**config.mk**
```make
export PLATFORM = sky130hd
export DESIGN_NAME = bus_initiator
export DESIGN_NICKNAME = d
export VERILOG_FILES = /design/src/rtl/bus_pkg.sv /design/src/rtl/bus_lane.sv /design/src/rtl/bus_initiator.sv
export SDC_FILE = /design/constraint.sdc
export NUM_CORES = 1
export LEC_CHECK = 0
export ABC_AREA = 1
export CELL_PAD_IN_SITES_DETAIL_PLACEMENT = 1
export CELL_PAD_IN_SITES_GLOBAL_PLACEMENT = 2
export CORE_AREA = 2 2 157 159
export CTS_CLUSTER_DIAMETER = 150
export CTS_CLUSTER_SIZE = 8
export DETAILED_ROUTE_END_ITERATION = 10
export DIE_AREA = 0 0 159 161
export GPL_TIMING_DRIVEN = 0
export MAX_ROUTING_LAYER = met4
export PLACE_DENSITY = 0.77
export REMOVE_ABC_BUFFERS = 1
export SLEW_MARGIN = 30
export SYNTH_ARGS = -nofsm -noshare
export SYNTH_HDL_FRONTEND = slang
export SYNTH_SLANG_ARGS = --single-unit
```
**constraint.sdc**
```tcl
create_clock -name clk -period 1.6 [get_ports clk]
set_input_delay 0.16 -clock clk [delete_from_list [all_inputs] [get_ports clk]]
set_output_delay 0.16 -clock clk [all_outputs]
set_load 0.05 [all_outputs]
```
**src/rtl/bus_pkg.sv**
```systemverilog
// Shared encodings for the memory-mapped bus initiator and its lane logic.
// Holds the size/error codes, the FSM state type and the alignment rule.
package bus_pkg;

   localparam logic [1:0] SZ_BYTE = 2'b00;
   localparam logic [1:0] SZ_HALF = 2'b01;
   localparam logic [1:0] SZ_WORD = 2'b10;

   localparam logic [1:0] ERR_OK      = 2'b00;
   localparam logic [1:0] ERR_ALIGN   = 2'b01;
   localparam logic [1:0] ERR_DECODE  = 2'b10;
   localparam logic [1:0] ERR_TIMEOUT = 2'b11;

   typedef enum logic [1:0] {
      IDLE = 2'b00,
      BUS  = 2'b01,
      RESP = 2'b10
   } state_t;

   // Size 11 has no legal encoding, so it is always reported as misaligned.
   function automatic logic misaligned(input logic [1:0] size, input logic [1:0] addr_lo);
      logic bad;
      case (size)
         SZ_BYTE: bad = 1'b0;
         SZ_HALF: bad = addr_lo[0];
         SZ_WORD: bad = (addr_lo != 2'b00);
         default: bad = 1'b1;
      endcase
      return bad;
   endfunction

endpackage

```
**src/rtl/bus_lane.sv**
```systemverilog
// Byte-lane steering for the bus: store strobes/replication and load extraction/extension.
// Purely combinational so other bus masters can reuse it.
module bus_lane
   import bus_pkg::*;
(
   input  logic [1:0]  addr_lo,
   input  logic [1:0]  size,
   input  logic        we,
   input  logic        zext,
   input  logic [31:0] wdata,
   input  logic [31:0] rdata,
   output logic [3:0]  wstrb,
   output logic [31:0] wdata_rep,
   output logic [31:0] load_data
);

   logic [7:0]  rd_byte;
   logic [15:0] rd_half;
   logic [3:0]  strb;

   assign rd_byte = rdata[{addr_lo, 3'b000} +: 8];
   assign rd_half = rdata[{addr_lo[1], 4'b0000} +: 16];

   always_comb begin
      strb      = 4'b1111;
      wdata_rep = wdata;
      load_data = rdata;
      case (size)
         SZ_BYTE: begin
            strb      = 4'b0001 << addr_lo;
            wdata_rep = {4{wdata[7:0]}};
            load_data = {{24{~zext & rd_byte[7]}}, rd_byte};
         end
         SZ_HALF: begin
            strb      = 4'b0011 << addr_lo;
            wdata_rep = {2{wdata[15:0]}};
            load_data = {{16{~zext & rd_half[15]}}, rd_half};
         end
         default: ;
      endcase
   end

   assign wstrb = we ? strb : 4'b0000;

endmodule

```
**src/rtl/bus_initiator.sv**
```systemverilog
// Initiator end of the memory-mapped bus: takes one core load/store at a time, runs a
// single bus cycle with decode and timeout checking, and returns a one-cycle response.
module bus_initiator
   import bus_pkg::*;
#(
   parameter int unsigned TIMEOUT = 16,
   parameter int unsigned TW      = $clog2(TIMEOUT) + 1
) (
   input  logic        clk,
   input  logic        n_rst,
   input  logic        req_valid,
   output logic        req_ready,
   input  logic [31:0] req_addr,
   input  logic        req_we,
   input  logic [1:0]  req_size,
   input  logic        req_unsigned,
   input  logic [31:0] req_wdata,
   output logic        resp_valid,
   output logic [31:0] resp_rdata,
   output logic [1:0]  resp_err,
   output logic        bus_en,
   output logic [31:0] bus_addr,
   output logic        bus_we,
   output logic [3:0]  bus_wstrb,
   output logic [31:0] bus_wdata,
   input  logic        bus_claim,
   input  logic        bus_ack,
   input  logic [31:0] bus_rdata
);

   state_t        state_q, state_d;
   logic [TW-1:0] cnt_q, cnt_d;
   logic [31:0]   addr_q;
   logic          we_q;
   logic [1:0]    size_q;
   logic          zext_q;
   logic [31:0]   wdata_q;
   logic [1:0]    err_q, err_d;
   logic [31:0]   rdata_q, rdata_d;

   logic          accept;
   logic [3:0]    lane_wstrb;
   logic [31:0]   lane_wdata;
   logic [31:0]   lane_load;

   assign accept = (state_q == IDLE) && req_valid;

   bus_lane u_lane (
      .addr_lo   (addr_q[1:0]),
      .size      (size_q),
      .we        (we_q),
      .zext      (zext_q),
      .wdata     (wdata_q),
      .rdata     (bus_rdata),
      .wstrb     (lane_wstrb),
      .wdata_rep (lane_wdata),
      .load_data (lane_load)
   );

   always_ff @(posedge clk or negedge n_rst) begin
      if (!n_rst) begin
         state_q <= IDLE;
         cnt_q   <= '0;
         err_q   <= ERR_OK;
         rdata_q <= '0;
      end else begin
         state_q <= state_d;
         cnt_q   <= cnt_d;
         err_q   <= err_d;
         rdata_q <= rdata_d;
      end
   end

   always_ff @(posedge clk or negedge n_rst) begin
      if (!n_rst) begin
         addr_q  <= '0;
         we_q    <= 1'b0;
         size_q  <= SZ_BYTE;
         zext_q  <= 1'b0;
         wdata_q <= '0;
      end else if (accept) begin
         addr_q  <= req_addr;
         we_q    <= req_we;
         size_q  <= req_size;
         zext_q  <= req_unsigned;
         wdata_q <= req_wdata;
      end
   end

   always_comb begin
      state_d = state_q;
      cnt_d   = cnt_q;
      err_d   = err_q;
      rdata_d = rdata_q;
      case (state_q)
         IDLE: begin
            cnt_d = '0;
            if (req_valid) begin
               rdata_d = '0;
               if (misaligned(req_size, req_addr[1:0])) begin
                  err_d   = ERR_ALIGN;
                  state_d = RESP;
               end else begin
                  state_d = BUS;
               end
            end
         end
         BUS: begin
            cnt_d = cnt_q + 1'b1;
            // Claim is only meaningful once the decoders have seen the address for a cycle.
            if ((cnt_q == '0) && !bus_claim) begin
               err_d   = ERR_DECODE;
               rdata_d = '0;
               state_d = RESP;
            end else if (bus_ack) begin
               err_d   = ERR_OK;
               rdata_d = we_q ? 32'h0 : lane_load;
               state_d = RESP;
            end else if (cnt_d == TW'(TIMEOUT)) begin
               err_d   = ERR_TIMEOUT;
               rdata_d = '0;
               state_d = RESP;
            end
         end
         RESP: begin
            cnt_d   = '0;
            state_d = IDLE;
         end
         default: begin
            cnt_d   = '0;
            state_d = IDLE;
         end
      endcase
   end

   // Bus and response outputs decode straight from state so reset clears them at once.
   assign req_ready  = (state_q == IDLE);
   assign bus_en     = (state_q == BUS);
   assign bus_addr   = bus_en ? {addr_q[31:2], 2'b00} : 32'h0;
   assign bus_we     = bus_en & we_q;
   assign bus_wstrb  = bus_en ? lane_wstrb : 4'b0000;
   assign bus_wdata  = bus_en ? lane_wdata : 32'h0;
   assign resp_valid = (state_q == RESP);
   assign resp_err   = resp_valid ? err_q : ERR_OK;
   assign resp_rdata = resp_valid ? rdata_q : 32'h0;

endmodule

```
Word level (Yosys, flattened, before mapping). Cells that the tools add are included.

$add $sub $neg: 1. Bitwise operators: 4. Equality and inequality tests: 9. Muxes and demuxes: 31. Reduce and logical (&&, ||, !) cells: 12. Shift operators: 4.

Operator list (number): 32-bit 2-to-1 mux (8); 32-bit one-hot mux with 2 select lines (3); 32-bit by 6-bit variable part select with 16-bit output (1); 32-bit by 6-bit variable part select with 8-bit output (1); 2-bit 2-to-1 mux (11); 4-bit 2-to-1 mux (2); 2-bit one-hot mux with 2 select lines (2); 4-bit one-hot mux with 2 select lines (1); 2-bit by 1-bit equality test with 1-bit output (second input constant) (3); 2-bit logical NOT (3); 5-bit by 1-bit adder with 5-bit output (second input constant) (1); 5-bit equality test (second input constant) (1); 5-bit logical NOT (1); 5-bit 2-to-1 mux (1); 2-bit equality test (second input constant) (2); 4-bit by 1-bit != test with 1-bit output (second input constant) (1); 4-bit AND reduction (1); 2-bit nonzero test (2); 1-bit by 2-bit << shifter with 4-bit output (first input constant) (1); 2-bit by 2-bit << shifter with 4-bit output (first input constant) (1); 1-bit AND (3); 1-bit one-hot mux with 3 select lines (1); 3-bit AND reduction (1); 1-bit logical AND (2); other kinds (6) (7).

Input bits: 105. Output and inout port bits: 106. Flip-flop bits (word level): 109. Word-level logic and storage cells: 70.

Depth between registers and ports, before layout.
Word-level depth: 7. Mapped depth: 10. Gate-level depth less buffers: 9.

By module. From an unflattened synthesis, not the netlist that was laid out.

Cells, all modules: 868. Area, all modules: 6416.2 sq um.

By module, submodules not included: bus_initiator (sequential area each 2727.6 sq um, instances 1, area an instance 5190.0 sq um, cells each 602); bus_lane (sequential area each 0.0 sq um, instances 1, area an instance 1226.2 sq um, cells each 266).

Worst setup path after synthesis. Ideal clock, no wire load.

Kind: register -> output. Start: register state_q[1]. End: output resp_rdata[10]. Required time: 1440 ps. Setup slack: -789 ps. Path buffers: 1. Cell stages (with the launch flop): 6. Arrival: 2229 ps. Cell sequence: dfrtp_1 inv_2 nor2_1 inv_2 clkbuf_1 nor2_1.

Cells in the longest elaborated chain, start to end: 2.

RTL lines: start, declared (RTL line bus_initiator.sv:31) `state_t state_q, state_d;`; start signal, assigned (RTL line bus_initiator.sv:67) `state_q <= state_d;`; 2-bit equality test (RTL line bus_initiator.sv:143) `assign resp_valid = (state_q == RESP);`; via resp_valid (RTL line bus_initiator.sv:18) `output logic resp_valid,`; 32-bit 2-to-1 mux (RTL line bus_initiator.sv:145) `assign resp_rdata = resp_valid ? rdata_q : 32'h0;`; end, declared (RTL line bus_initiator.sv:19) `output logic [31:0] resp_rdata,`.

The timed path passes the listed nets, and every way through them passes these cells.

Worst setup path in the final report.
Start: register state_q[1]. End: output bus_wdata[31].

Cells in the longest elaborated chain, start to end: 2.

RTL lines: 2-bit by 1-bit equality test with 1-bit output (RTL line bus_initiator.sv:138) `assign bus_en = (state_q == BUS);`; 32-bit 2-to-1 mux (RTL line bus_initiator.sv:142) `assign bus_wdata = bus_en ? lane_wdata : 32'h0;`; end, declared (RTL line bus_initiator.sv:25) `output logic [31:0] bus_wdata,`.

Every way passes these cells.

==> Flow_metrics.wiki <==
{| class="wikitable"
! Metric !! Value
|-
| Result of the run || finished with violations
|-
| Violations in the final reports || setup timing
|-
| Largest vdd supply drop || 0.851 mV
|-
| Number of filler cells placed in the layout || 2,790
|-
| Shortest clock period the worst path allows after layout || 1.94 ns
|-
| Cell seen most often among critical-path stages || buf_12
|-
| Share of the clock period used by the worst path after layout || 121%
|-
| Worst slack, placed || -1.60 ns
|-
| Cell type with the highest aggregate area in the netlist || dfrtp_1
|-
| Sequential element share of the synthesized area || 46.5%
|-
| Number of distinct standard cells referenced by the synthesized netlist || 30
|-
| Number of buffers created by CTS || 9
|-
| Clock tree skew after final layout || 0.00891 ns
|-
| Wire length after detailed routing || 28,000 um
|-
| Iteration count of the initial detailed-routing pass || 4
|-
| Via count || 6,276
|-
| Wire length of the first global-routing pass || 37,600 um
|-
| Fin nets || 1,167
|-
| # placed instances || 1,267
|-
| Post-DRT Antenna Nets || 0
|-
| Final Hold Viols || 0
|-
| CP required || 1.44 ns
|-
| WS Path Type || register to output port
|-
| Row cnt || 57
|-
| Core Footprint || 0.0240 mm2
|-
| CTS max path bufs || 2
|-
| Library cell contributing the largest single delay on the critical path || dfrtp_2
|-
| Cell breakdown of the critical path || nor2_4 -> buf_12 -> buf_12 -> clkinv_16 -> nor3_2 -> buf_6
|-
| Slack of the critical path || -0.338 ns
|-
| Vias in the first global route || 6,588
|-
| Aggregate negative setup slack || -34.59 ns
|-
| Routed vias/inst || 4.52
|-
| Largest net degree at the start of global routing || 65
|-
| Power per cell area || 1750 mW/mm2
|-
| Commonest cells after routing, fill and taps aside || 129 x nand2_1, 105 x inv_1, 105 x dfrtp_1
|-
| Register-to-Register Setup Slack || -0.21 ns
|-
| Clock tree from TritonCTS || yes
|-
| Synth top area cells || dfrtp_1 46%, nand2_1 10%, nor2_1 9.5%, inv_1 6.9%, a21oi_1 4.9%
|-
| Worst r2r src || state_q[1]
|-
| Max Clk Rate || 516 MHz
|-
| Cell Count, Final, Fillers Out || 1,389
|-
| Netlist Area Pre-Place || 0.00587 mm2
|-
| Final setup violation count || 204
|-
| Sequential cell area || 0.00274 mm2
|-
| Clock transition at the register clock pins on the worst setup and hold paths after CTS || 0.08 ns
|-
| Antenna Cells || 0
|-
| Last weighted congestion value of the routability-driven placer || 0.752
|-
| Slew at the pin closest to its max-slew limit || 0.549 ns
|-
| Number of storage elements in the synthesis netlist || 109
|-
| Arrival time of data at the critical path endpoint || 1.78 ns
|-
| Clock latency reported for the late side of the worst-skew pair || 0.37 ns
|-
| Chip Width || 159 um
|-
| Area of combinational cells with multiple inputs || 0.00322 mm2
|-
| Sinks on Clock Net || 109
|-
| Starting DRC count in detailed routing || 209
|-
| Yosys Warn Count || 0
|-
| GR Util All Layers || 19.7%
|-
| H-tree lvl count || 3
|-
| Slew Limit Headroom || 63.4%
|-
| Fraction of final layout cells with drive strength greater than 1 || 42.1%
|-
| HPWL after detailed placement || 15,400 um
|-
| Die footprint || 0.0256 mm2
|-
| Die height || 161 um
|-
| Cells on worst reg2reg path || 11
|-
| Initial core utilization || 24.5%
|-
| Class of the tightest hold or removal check || primary input to asynchronous set/reset pin
|-
| Synthesized area divided by synthesized cell count || 7.65 um2
|-
| Setup repair after global routing missed its margin || yes
|-
| Maxcap violations || 0
|-
| Number of buffers added on ports || 208
|-
| Most common cell after layout, fill and taps aside || nand2_1
|-
| Worst stage delay on the critical path || 0.45 ns
|-
| Final global-route overflow total || 0
|-
| # DRC || 0
|-
| Endpoint class of the critical path || output port
|-
| Cell count after synthesis || 767
|-
| Growth of design area from synthesis to finish || 84.6%
|-
| Number of ports placed on the die boundary || 211
|-
| R2r endpoint || rdata_q[28]
|-
| Number of slew-limit violations in the final report || 0
|-
| Sort of element at the start of the critical path || register
|-
| Crit Path Max Fanout || 12
|-
| Fraction of post-synthesis cell area in the top cell type by area || 46.5%
|-
| Final hold slack || 0.356 ns
|-
| Root Buffer || clkbuf_16
|-
| Lkg Pwr || 4.97 nW
|-
| Number of antenna violations at the first check in global routing || 0
|-
| Final routed wire length divided by cell count || 20.2 um
|}
-- where the power goes --
part / internal, mW / leakage (nW) / switching, mW
registers: 3.75 / 1.32 / 0.713
logic: 4.88 / 3.51 / 7.28
clock network: 1.09 / 0.133 / 1.22
-- worst max-delay path: cells and delay by family (launching register included) --
kind                   cells  cell delay (ns)
buffers and inverters      4             0.55
flip-flops                 1             0.45
AND/OR/NAND/NOR            2             0.40
-- synthesized netlist by cell type, drive strengths merged --
cell type  number
o2111ai         7
dfrtp         109
nand4           4
or2             7
clkbuf          9
o22ai          15
a221oi          1
conb            1
nor2          154
mux2           25
ha              2
nor3            4
buf            29
nand2         159
o21ai          22
inv           120
a21oi          57
nand3          42
-- flip-flops by register name (all words and copies together) (netlist names) --
register	count
rdata_q	32
err_q	2
addr_q	32
cnt_q	5
we_q	1
state_q	2
zext_q	1
size_q	2
wdata_q	32
-- stage by stage --
step	util (%)	instance area [um2]	power (mW)
3_3_place_gp	33.9	8130	11.3
2_1_floorplan	-	5640	9.16
3_5_place_dp	34.4	8240	11.9
5_1_grt	45.2	10800	20.0
4_1_cts	39.8	9550	16.5
6_report	45.2	10800	18.9
-- worst max-delay path by stage --
| stage | start | slack, ns | endpoint |
|---|---|---|---|
| 4_1_cts | state_q[0] | -0.31 | bus_wdata[21] |
| 3_5_place_dp | size_q[1] | -1.60 | bus_wstrb[2] |
| 5_1_grt | state_q[1] | -0.41 | bus_wdata[31] |
| 3_3_place_gp | n_rst | -4.43 | addr_q[15] |
| 2_1_floorplan | state_q[1] | -1.83 | wdata_q[10] |
| 6_report | state_q[1] | -0.34 | bus_wdata[31] |
-- timing repair --
item	in CTS	in global routing
pin swaps	19	45
cloned	6	18
gates resized for setup	827	187
hold endpoints to repair	63	0
hold buffers	1	0
setup buffers	45	38
setup endpoints to repair	182	175
-- kinds of logic (layout without fill, tap and decap cells) --
logic type | after synthesis | count (layout) | share of synthesized area (%)
adder cells (fa/ha/maj) | 2 | 2 | 0.426
AND/OR/NAND/NOR | 370 | 372 | 27.0
multiplexers | 25 | 25 | 4.80
flip-flops | 109 | 109 | 46.5
other | 1 | 2 | 0.0639
AO/OA/AOI/OAI | 102 | 102 | 9.59
buffers and inverters | 158 | 453 | 11.7
-- area by class of cell --
| class | instances | share of cell area (%) |
|---|---|---|
| repair buffers | 310 | 32.6 |
| multi-input cells | 503 | 29.7 |
| flip-flops and latches | 109 | 25.3 |
| inverters | 120 | 4.85 |
| well taps | 324 | 3.74 |
| clock buffers | 10 | 2.11 |
| repair inverters | 7 | 1.27 |
| clock inverters | 6 | 0.508 |
-- layer usage --
layer	track usage, %	part of all wire [%]
met1	23.4	41
met2	31.7	49
met5	-	0
met4	5.04	2.0
met3	7.60	7.9
Note: power is estimated with default switching activity, not from simulation.
